## config.mk

```make
export PLATFORM = sky130hd
export DESIGN_NAME = des_key_schedule
export DESIGN_NICKNAME = d
export VERILOG_FILES = /design/src/rtl/des_key_schedule.sv
export SDC_FILE = /design/constraint.sdc
export NUM_CORES = 1
export LEC_CHECK = 0
export BUFFER_PORTS_ARGS = -buffer_cell sky130_fd_sc_hd__buf_2
export CAP_MARGIN = 20
export CELL_PAD_IN_SITES_DETAIL_PLACEMENT = 0
export CELL_PAD_IN_SITES_GLOBAL_PLACEMENT = 1
export CORE_ASPECT_RATIO = 2
export CORE_MARGIN = 2
export CORE_UTILIZATION = 43
export CTS_BUF_LIST = sky130_fd_sc_hd__clkbuf_16
export CTS_CLUSTER_SIZE = 40
export DETAILED_ROUTE_END_ITERATION = 12
export PLACE_DENSITY = 0.9
export RECOVER_POWER = 25
export SLEW_MARGIN = 25
export SYNTH_ARGS = -nofsm -noshare
export SYNTH_HDL_FRONTEND = slang
export SYNTH_SLANG_ARGS = --single-unit
```

## constraint.sdc

```tcl
create_clock -name clk -period 3.1 [get_ports clk]
set_clock_uncertainty 0.15 [all_clocks]
set_input_delay 0.31 -clock clk [delete_from_list [all_inputs] [get_ports clk]]
set_output_delay 0.31 -clock clk [all_outputs]
set_load 0.02 [all_outputs]
```

## src/rtl/des_key_schedule.sv

```systemverilog
`timescale 1ns/1ps
// DES key schedule: walks the C/D halves through the 16 rounds and emits
// PC-2(C,D) for each round, forward (K1..K16) or reverse (K16..K1).
//
// Handshake: a subkey transfers on every rising edge where subkey_valid and
// subkey_ready are both high. The producer holds subkey/round stable while
// valid is high and ready is low. Ready without valid is ignored.
//
// Bit numbering follows FIPS 46-3: bit 1 is the most significant bit of
// key_pc1 and subkey. C and D are held in ascending [1:28] vectors so that
// the index matches the FIPS bit number directly.
module des_key_schedule (
    input  logic         clk,
    input  logic         rst_n,
    input  logic         start,
    input  logic         decrypt,
    input  logic [56:1]  key_pc1,
    input  logic         subkey_ready,
    output logic [48:1]  subkey,
    output logic         subkey_valid,
    output logic [4:0]   round,
    output logic         busy,
    output logic         done
);

    typedef enum logic {S_IDLE = 1'b0, S_RUN = 1'b1} state_t;

    // PC-2 selection: subkey bit j takes CD bit PC2[j].
    localparam int PC2 [1:48] = '{
        14, 17, 11, 24,  1,  5,   3, 28, 15,  6, 21, 10,
        23, 19, 12,  4, 26,  8,  16,  7, 27, 20, 13,  2,
        41, 52, 31, 37, 47, 55,  30, 40, 51, 45, 33, 48,
        44, 49, 39, 56, 34, 53,  46, 42, 50, 36, 29, 32
    };

    state_t       r_state;
    logic [1:28]  r_c;
    logic [1:28]  r_d;
    logic [4:0]   r_round;
    logic         r_dir;
    logic         r_valid;
    logic         r_busy;
    logic         r_done;

    logic [1:56]  w_cd;
    logic [1:48]  w_pc2;
    logic         w_accept;
    logic         w_last;

    // Rounds 1, 2, 9 and 16 rotate by one position, all others by two.
    function automatic logic shift_one(input logic [4:0] rnd);
        return (rnd == 5'd1) || (rnd == 5'd2) || (rnd == 5'd9) || (rnd == 5'd16);
    endfunction

    // Left rotate in FIPS numbering: new bit i = old bit i+1, wrapping bit 1.
    function automatic logic [1:28] rot_left(input logic [1:28] v, input logic one);
        return one ? {v[2:28], v[1]} : {v[3:28], v[1:2]};
    endfunction

    // Right rotate: exact inverse of rot_left for the same amount.
    function automatic logic [1:28] rot_right(input logic [1:28] v, input logic one);
        return one ? {v[28], v[1:27]} : {v[27:28], v[1:26]};
    endfunction

    assign w_accept = r_valid & subkey_ready;
    assign w_last   = r_dir ? (r_round == 5'd1) : (r_round == 5'd16);
    assign w_cd     = {r_c, r_d};

    // PC-2 permutation of the current C/D registers.
    always_comb begin
        w_pc2 = '0;
        for (int j = 1; j <= 48; j++) begin
            w_pc2[j] = w_cd[PC2[j]];
        end
    end

    // Control FSM plus C/D rotation; busy mirrors the state for observation.
    always_ff @(posedge clk) begin
        if (!rst_n) begin
            r_state <= S_IDLE;
            r_c     <= '0;
            r_d     <= '0;
            r_round <= '0;
            r_dir   <= 1'b0;
            r_valid <= 1'b0;
            r_busy  <= 1'b0;
            r_done  <= 1'b0;
        end else begin
            r_done <= 1'b0;
            case (r_state)
                S_IDLE: begin
                    if (start) begin
                        // C16D16 equals C0D0, so reverse order loads unrotated.
                        r_c     <= decrypt ? key_pc1[56:29] : rot_left(key_pc1[56:29], 1'b1);
                        r_d     <= decrypt ? key_pc1[28:1]  : rot_left(key_pc1[28:1], 1'b1);
                        r_round <= decrypt ? 5'd16 : 5'd1;
                        r_dir   <= decrypt;
                        r_valid <= 1'b1;
                        r_busy  <= 1'b1;
                        r_state <= S_RUN;
                    end
                end
                S_RUN: begin
                    if (w_accept) begin
                        if (w_last) begin
                            r_state <= S_IDLE;
                            r_round <= '0;
                            r_valid <= 1'b0;
                            r_busy  <= 1'b0;
                            r_done  <= 1'b1;
                        end else if (r_dir) begin
                            // Undo the shift that produced the current round.
                            r_c     <= rot_right(r_c, shift_one(r_round));
                            r_d     <= rot_right(r_d, shift_one(r_round));
                            r_round <= r_round - 5'd1;
                        end else begin
                            r_c     <= rot_left(r_c, shift_one(r_round + 5'd1));
                            r_d     <= rot_left(r_d, shift_one(r_round + 5'd1));
                            r_round <= r_round + 5'd1;
                        end
                    end
                end
                default: r_state <= S_IDLE;
            endcase
        end
    end

    assign subkey       = r_valid ? w_pc2 : '0;
    assign subkey_valid = r_valid;
    assign round        = r_round;
    assign busy         = r_busy;
    assign done         = r_done;

endmodule

```

==> results of run 1 <==
==> layer usage <==
metal	GRT usage	wire length [um]
met5	0	0
met4	0.1230	726
met3	0.02719	1134
met2	0.4368	11150
met1	0.3024	8479
==> path summary, 6_finish.rpt <==
| kind | to | depth (start not counted) |
|---|---|---|
| max | r_d[10] | 7 |
| min | round[3] | 2 |
| max reg2reg | r_d[10] | 7 |
| min reg2reg | r_d[14] | 2 |
==> sequential cells by signal, summed over array words and instances, names as in the netlist <==
signal,count
round,5
r_d,28
busy,1
r_c,28
r_state,1
done,1
r_dir,1
==> area by class of cell <==
cell class	count	area, um^2	area share
inverter	3	11.26	0.001508
timing repair buffer	133	787.0	0.1054
multi-input combinational	627	4812	0.6442
tap	198	247.7	0.03317
clock inverter	6	56.30	0.007538
sequential	65	1305	0.1747
clock buffer	10	250.2	0.03350
==> where the power goes <==
group	total, mW	internal, mW	switching (mW)
Sequential	0.995	0.894	0.101
Clock	1.06	0.664	0.400
Combinational	1.04	0.394	0.651
==> kinds of logic (layout without fill, tap and decap cells) <==
family / after synthesis / in the layout
compound gates: 305 / 305
fa+ha+maj: 6 / 6
mux: 57 / 57
buf+inv: 114 / 152
xor+xnor: 4 / 4
simple gates: 255 / 255
flops: 65 / 65
==> synth_stat cells, drive strengths merged (4+ instances only) <==
cell | instances | area (um^2)
and2 | 50 | 312.8
buf | 62 | 411.6
nand2b | 4 | 25.02
mux2i | 57 | 570.6
ha | 6 | 75.07
nand2 | 9 | 33.78
a221oi | 56 | 822.0
a211oi | 56 | 420.4
nand3b | 114 | 855.8
nor2 | 59 | 221.5
clkbuf | 49 | 185.2
xor2 | 4 | 35.03
a311oi | 56 | 490.5
o21ai | 63 | 315.3
a31oi | 59 | 369.1
a21oi | 7 | 35.03
nand3 | 4 | 20.02
dfxtp | 65 | 1301
==> placed cells by master (no fill, tap or decap), types with 2 or more instances in the layout <==
cell type	netlist	routed
nand3b_1	114	114
buf_2	38	88
dfxtp_1	65	64
nor2_1	59	59
a31oi_1	59	59
mux2i_1	57	57
a311oi_1	56	56
a211oi_1	56	56
o21ai_0	56	55
a221oi_2	53	53
and2_1	50	49
clkbuf_1	48	27
clkbuf_16	0	10
nand2_1	9	9
buf_12	0	9
buf_4	6	8
a21oi_1	7	7
o21ai_1	7	6
ha_1	6	6
xor2_1	4	4
nand2b_1	4	4
nand3_1	4	4
inv_1	2	3
nor3_1	3	3
a221oi_1	3	3
clkinv_2	0	3
o21a_1	3	2
o21ai_4	0	2
nor2b_1	3	2
==> metrics by stage <==
stage	total power, mW	utilization	instance area [um^2]	worst slack (ps)	hold slack (ps)
after floorplan	1.783	-	6680	794.6	277.7
after global placement	2.035	0.4732	7199	504.5	379.1
final	3.103	0.4910	7470	384.3	84.93
after detailed placement	2.046	0.4732	7199	426.4	388.8
after global routing	3.236	0.4910	7470	173.3	106.0
after CTS	3.106	0.4933	7506	397.1	89.38
==> results.cfg, run 1 <==
[run_status]
status = finished, final reports clean

[synthesis]
syn_inst = 806
ys_seq_area_frac = 0.1948
syn_area_um2 = 6680
synth_top_family_by_area = compound AO/OA/AOI/OAI gates
synth_cell_types = 43
muxShareOfSynthArea = 0.08541
synth-compound-area-share = 0.3768
synthXorXnorAreaFrac = 0.005244
synthAdderAreaFrac = 0.01124
synth_fp_nets = 873
async_flop_share = 0
yosys.area_share.simple = 0.2354
yosysWarnings = 0
syn_area_per_cell_um2 = 8.288
synth-edff-count = 0
ys.flop_type = dfxtp_1
ys_seq_elements = 65

[floorplanning]
rows = 64
die_h_um = 180.3
pin_count = 117
initial_core_util = 0.4391
die_x_um = 92.14
coreArea_um2 = 15210
dieArea_um2 = 16610

[setup_path]
r2r_start = round[1]
cp_top_family = compound AO/OA/AOI/OAI gates
rrSetupSlack_ps = 380
cp-startpoint = round[1]
cp_slowest_cell = o32ai_1
worstPathCellList = ha_1 -> nand2_1 -> o32ai_1 -> o21ai_4 -> buf_12 -> a311oi_1 -> a211oi_1
max_stage_delay_ps = 510
cp.arrival_ps = 2770
cp.required_ps = 3160
worstSetupEndpointType = flop
crit_path_start_kind = flop
crit_buf_inv = 1
crit_type = flop to flop
cp_max_fo = 32

[clock_network]
clk_pin_slew_worst_paths_ps = 60
cts_made_buffers = 9
cts_num_sinks = 65
cts_max_level = 3
cts_tree = built
cts_root_buf = clkbuf_16
cts_setup_buffers = 0
clkLatencyLatePin_ps = 340
cts_resized = 0
holdBufCountCts = 0
cts_buffer_depth = 2

[cells_and_area]
layout.cells.non_filler = 1042
drive_gt1_frac = 0.2204
fillCellCount = 1546
diodes = 0
final_nets = 906
area_delta_synth_final_pct = 11.82

[power_and_ir_drop]
max-vdd-ir-drop_uv = 300.7
p_leak_nw = 2.578
p_per_area_nw_per_um2 = 415.4

[route]
avgRoutedWirePerCell_um = 20.62
dr_total_vias = 7036
drtIter0Drc = 705
ant_nets = 0
wirelength_um = 21490
vias_per_cell = 6.752
drc = 0
drt_pass1_iterations = 4

[min_path]
min_path_type = input pin to flop
min-delay-start = rst_n

[sta]
fmax_mhz = 368.2
finalSetupTns_ps = 0
period_minus_slack_ps = 2716
worst_pin_slew_ps = 872.6
hold_viol = 0
grt_setup_unrepaired = no
max_slew_margin = 0.4182
slew_viol_final = 0
setup_viol = 0
min_period_over_period = 0.8760

[placement]
dpl.cell_count = 1026
finalWeightedCongestion = 0.7984
port_buffers = 116
dp_hpwl_um = 13280

[grt]
overflow = 0
grt_usage = 0.2509
first_global_vias = 6700
grt_pass1_wl_um = 34590
antenna_found_initial = 0
grt_max_degree = 176

[flow_run]
cap_violations = 0
No activity file was read; power rests on OpenSTA's default activity.
==> run 2: changes to the inputs <==
--- a/config.mk
+++ b/config.mk
@@ -12,7 +12,6 @@
 export CORE_ASPECT_RATIO = 2
 export CORE_MARGIN = 2
 export CORE_UTILIZATION = 43
-export CTS_BUF_LIST = sky130_fd_sc_hd__clkbuf_16
 export CTS_CLUSTER_SIZE = 40
 export DETAILED_ROUTE_END_ITERATION = 12
 export PLACE_DENSITY = 0.9
@@ -21,3 +20,4 @@
 export SYNTH_ARGS = -nofsm -noshare
 export SYNTH_HDL_FRONTEND = slang
 export SYNTH_SLANG_ARGS = --single-unit
+export TNS_END_PERCENT = 30
==> results.cfg, run 2 (synthesis gave the netlist of run 1 again) <==
[run_status]
status = finished, final reports clean

[placement]
dp_slack_ps = 426.4
finalWeightedCongestion = 0.7984
dp_hpwl_um = 13280
port_buffers = 116

[cells_and_area]
final_nets = 906
fillCellCount = 1546
final_common_cell = nand3b_1
drive_gt1_frac = 0.2204
final_cell_mix = nand3b_1 (114), buf_2 (88), dfxtp_1 (64), nor2_1 (59), a31oi_1 (59)
diodes = 0
area_delta_synth_final_pct = 11.82

[grt]
gr-usage-met3 = 0.02719
antenna_found_initial = 0
overflow = 0
grt_pass1_wl_um = 34590
grt_max_degree = 176
first_global_vias = 6700
grtUsageMet2 = 0.4368
grt.busiest_layer = met2
global_route.usage.met1 = 0.3024
grt_usage = 0.2509

[sta]
min_period_over_period = 0.8801
grt_setup_unrepaired = no
worst_pin_slew_ps = 865.6
slew_viol_final = 0
fmax_mhz = 366.5
setup_slack_ps = 371.7
period_minus_slack_ps = 2728
setup_viol = 0
hold_viol = 0
max_slew_margin = 0.4229
finalSetupTns_ps = 0

[setup_path]
cp.arrival_ps = 2780
cp.required_ps = 3160
crit_path_start_kind = flop
crit_type = flop to flop
reg2reg_depth = 7
worstSetupEndpointType = flop
cp_max_fo = 32

[floorplanning]
die_h_um = 180.3
initial_core_util = 0.4391
rows = 64
dieArea_um2 = 16610
pin_count = 117
die_x_um = 92.14
coreArea_um2 = 15210

[route]
dr_total_vias = 7053
ant_nets = 0
drtIter0Drc = 705
drc = 0
wirelength_um = 21470
avgRoutedWirePerCell_um = 20.61
drt_pass1_iterations = 5
vias_per_cell = 6.769

[clock_network]
cts_root_buf = clkbuf_16
cts_max_level = 3
clkLatencyLatePin_ps = 340
clk_pin_slew_worst_paths_ps = 60
holdBufCountCts = 0
cts_tree = built
cts_num_sinks = 65
cts_made_buffers = 9
cts_resized = 0
cts_setup_buffers = 0
cts_buffer_depth = 2

[min_path]
min_path_type = input pin to flop
whs_path_depth = 2

[power_and_ir_drop]
max-vdd-ir-drop_uv = 300.6
p_per_area_nw_per_um2 = 415.8
p_leak_nw = 2.573

[flow_run]
cap_violations = 0
-- run 2: final timing paths --
check	slack, ps	endpoint	startpoint
worst max register to register	370	r_c[27]	round[1]
worst max-delay path	370	r_c[27]	round[1]
worst min-delay path	80	round[3]	rst_n
worst min register to register	400	r_d[14]	r_d[15]
-- run 2: layout make-up --
type                            instances  area, um^2  share of cell area
Tap cell                              198       247.7             0.03317
Clock buffer                           11       254.0             0.03400
Sequential cell                        65        1305              0.1747
Multi-Input combinational cell        627        4812              0.6442
Timing Repair Buffer                  133       787.0              0.1054
Inverter                                3       11.26            0.001508
Clock inverter                          5       52.55            0.007035
-- run 2: where the power goes --
| group | internal [mW] | switching, mW | total (mW) | leakage [nW] |
|---|---|---|---|---|
| registers | 0.894 | 0.101 | 0.994 | 0.531 |
| clock network | 0.667 | 0.399 | 1.07 | 0.150 |
| logic | 0.394 | 0.651 | 1.05 | 1.89 |
| total | 1.96 | 1.15 | 3.11 | 2.57 |
-- run 2: metal layers --
metal | up-vias | wire length, um
li1 | 3250 | -
met1 | 3446 | 8390
met2 | 306 | 11130
met3 | 51 | 1235
met4 | 0 | 715
met5 | - | 0
-- run 2: worst max-delay path: stages (launching register included) --
cell,delay [ps]
dfxtp_1,490
ha_1,310
nand2_1,90
o32ai_1,510
o21ai_4,340
buf_12,280
a311oi_1,300
a211oi_1,120
-- run 2: metrics by stage --
| step | util | hold slack, ps | std cells | cell area, um^2 | power, mW |
|---|---|---|---|---|---|
| finish | 0.4910 | 84.61 | 1042 | 7470 | 3.106 |
| global route | 0.4910 | 106.0 | 1042 | 7470 | 3.239 |
| CTS | 0.4933 | 89.38 | 1042 | 7506 | 3.110 |
| detailed placement | 0.4732 | 388.8 | 1026 | 7199 | 2.046 |
| global placement | 0.4732 | 379.1 | 1026 | 7199 | 2.035 |
| floorplan | - | 277.7 | 806 | 6680 | 1.783 |
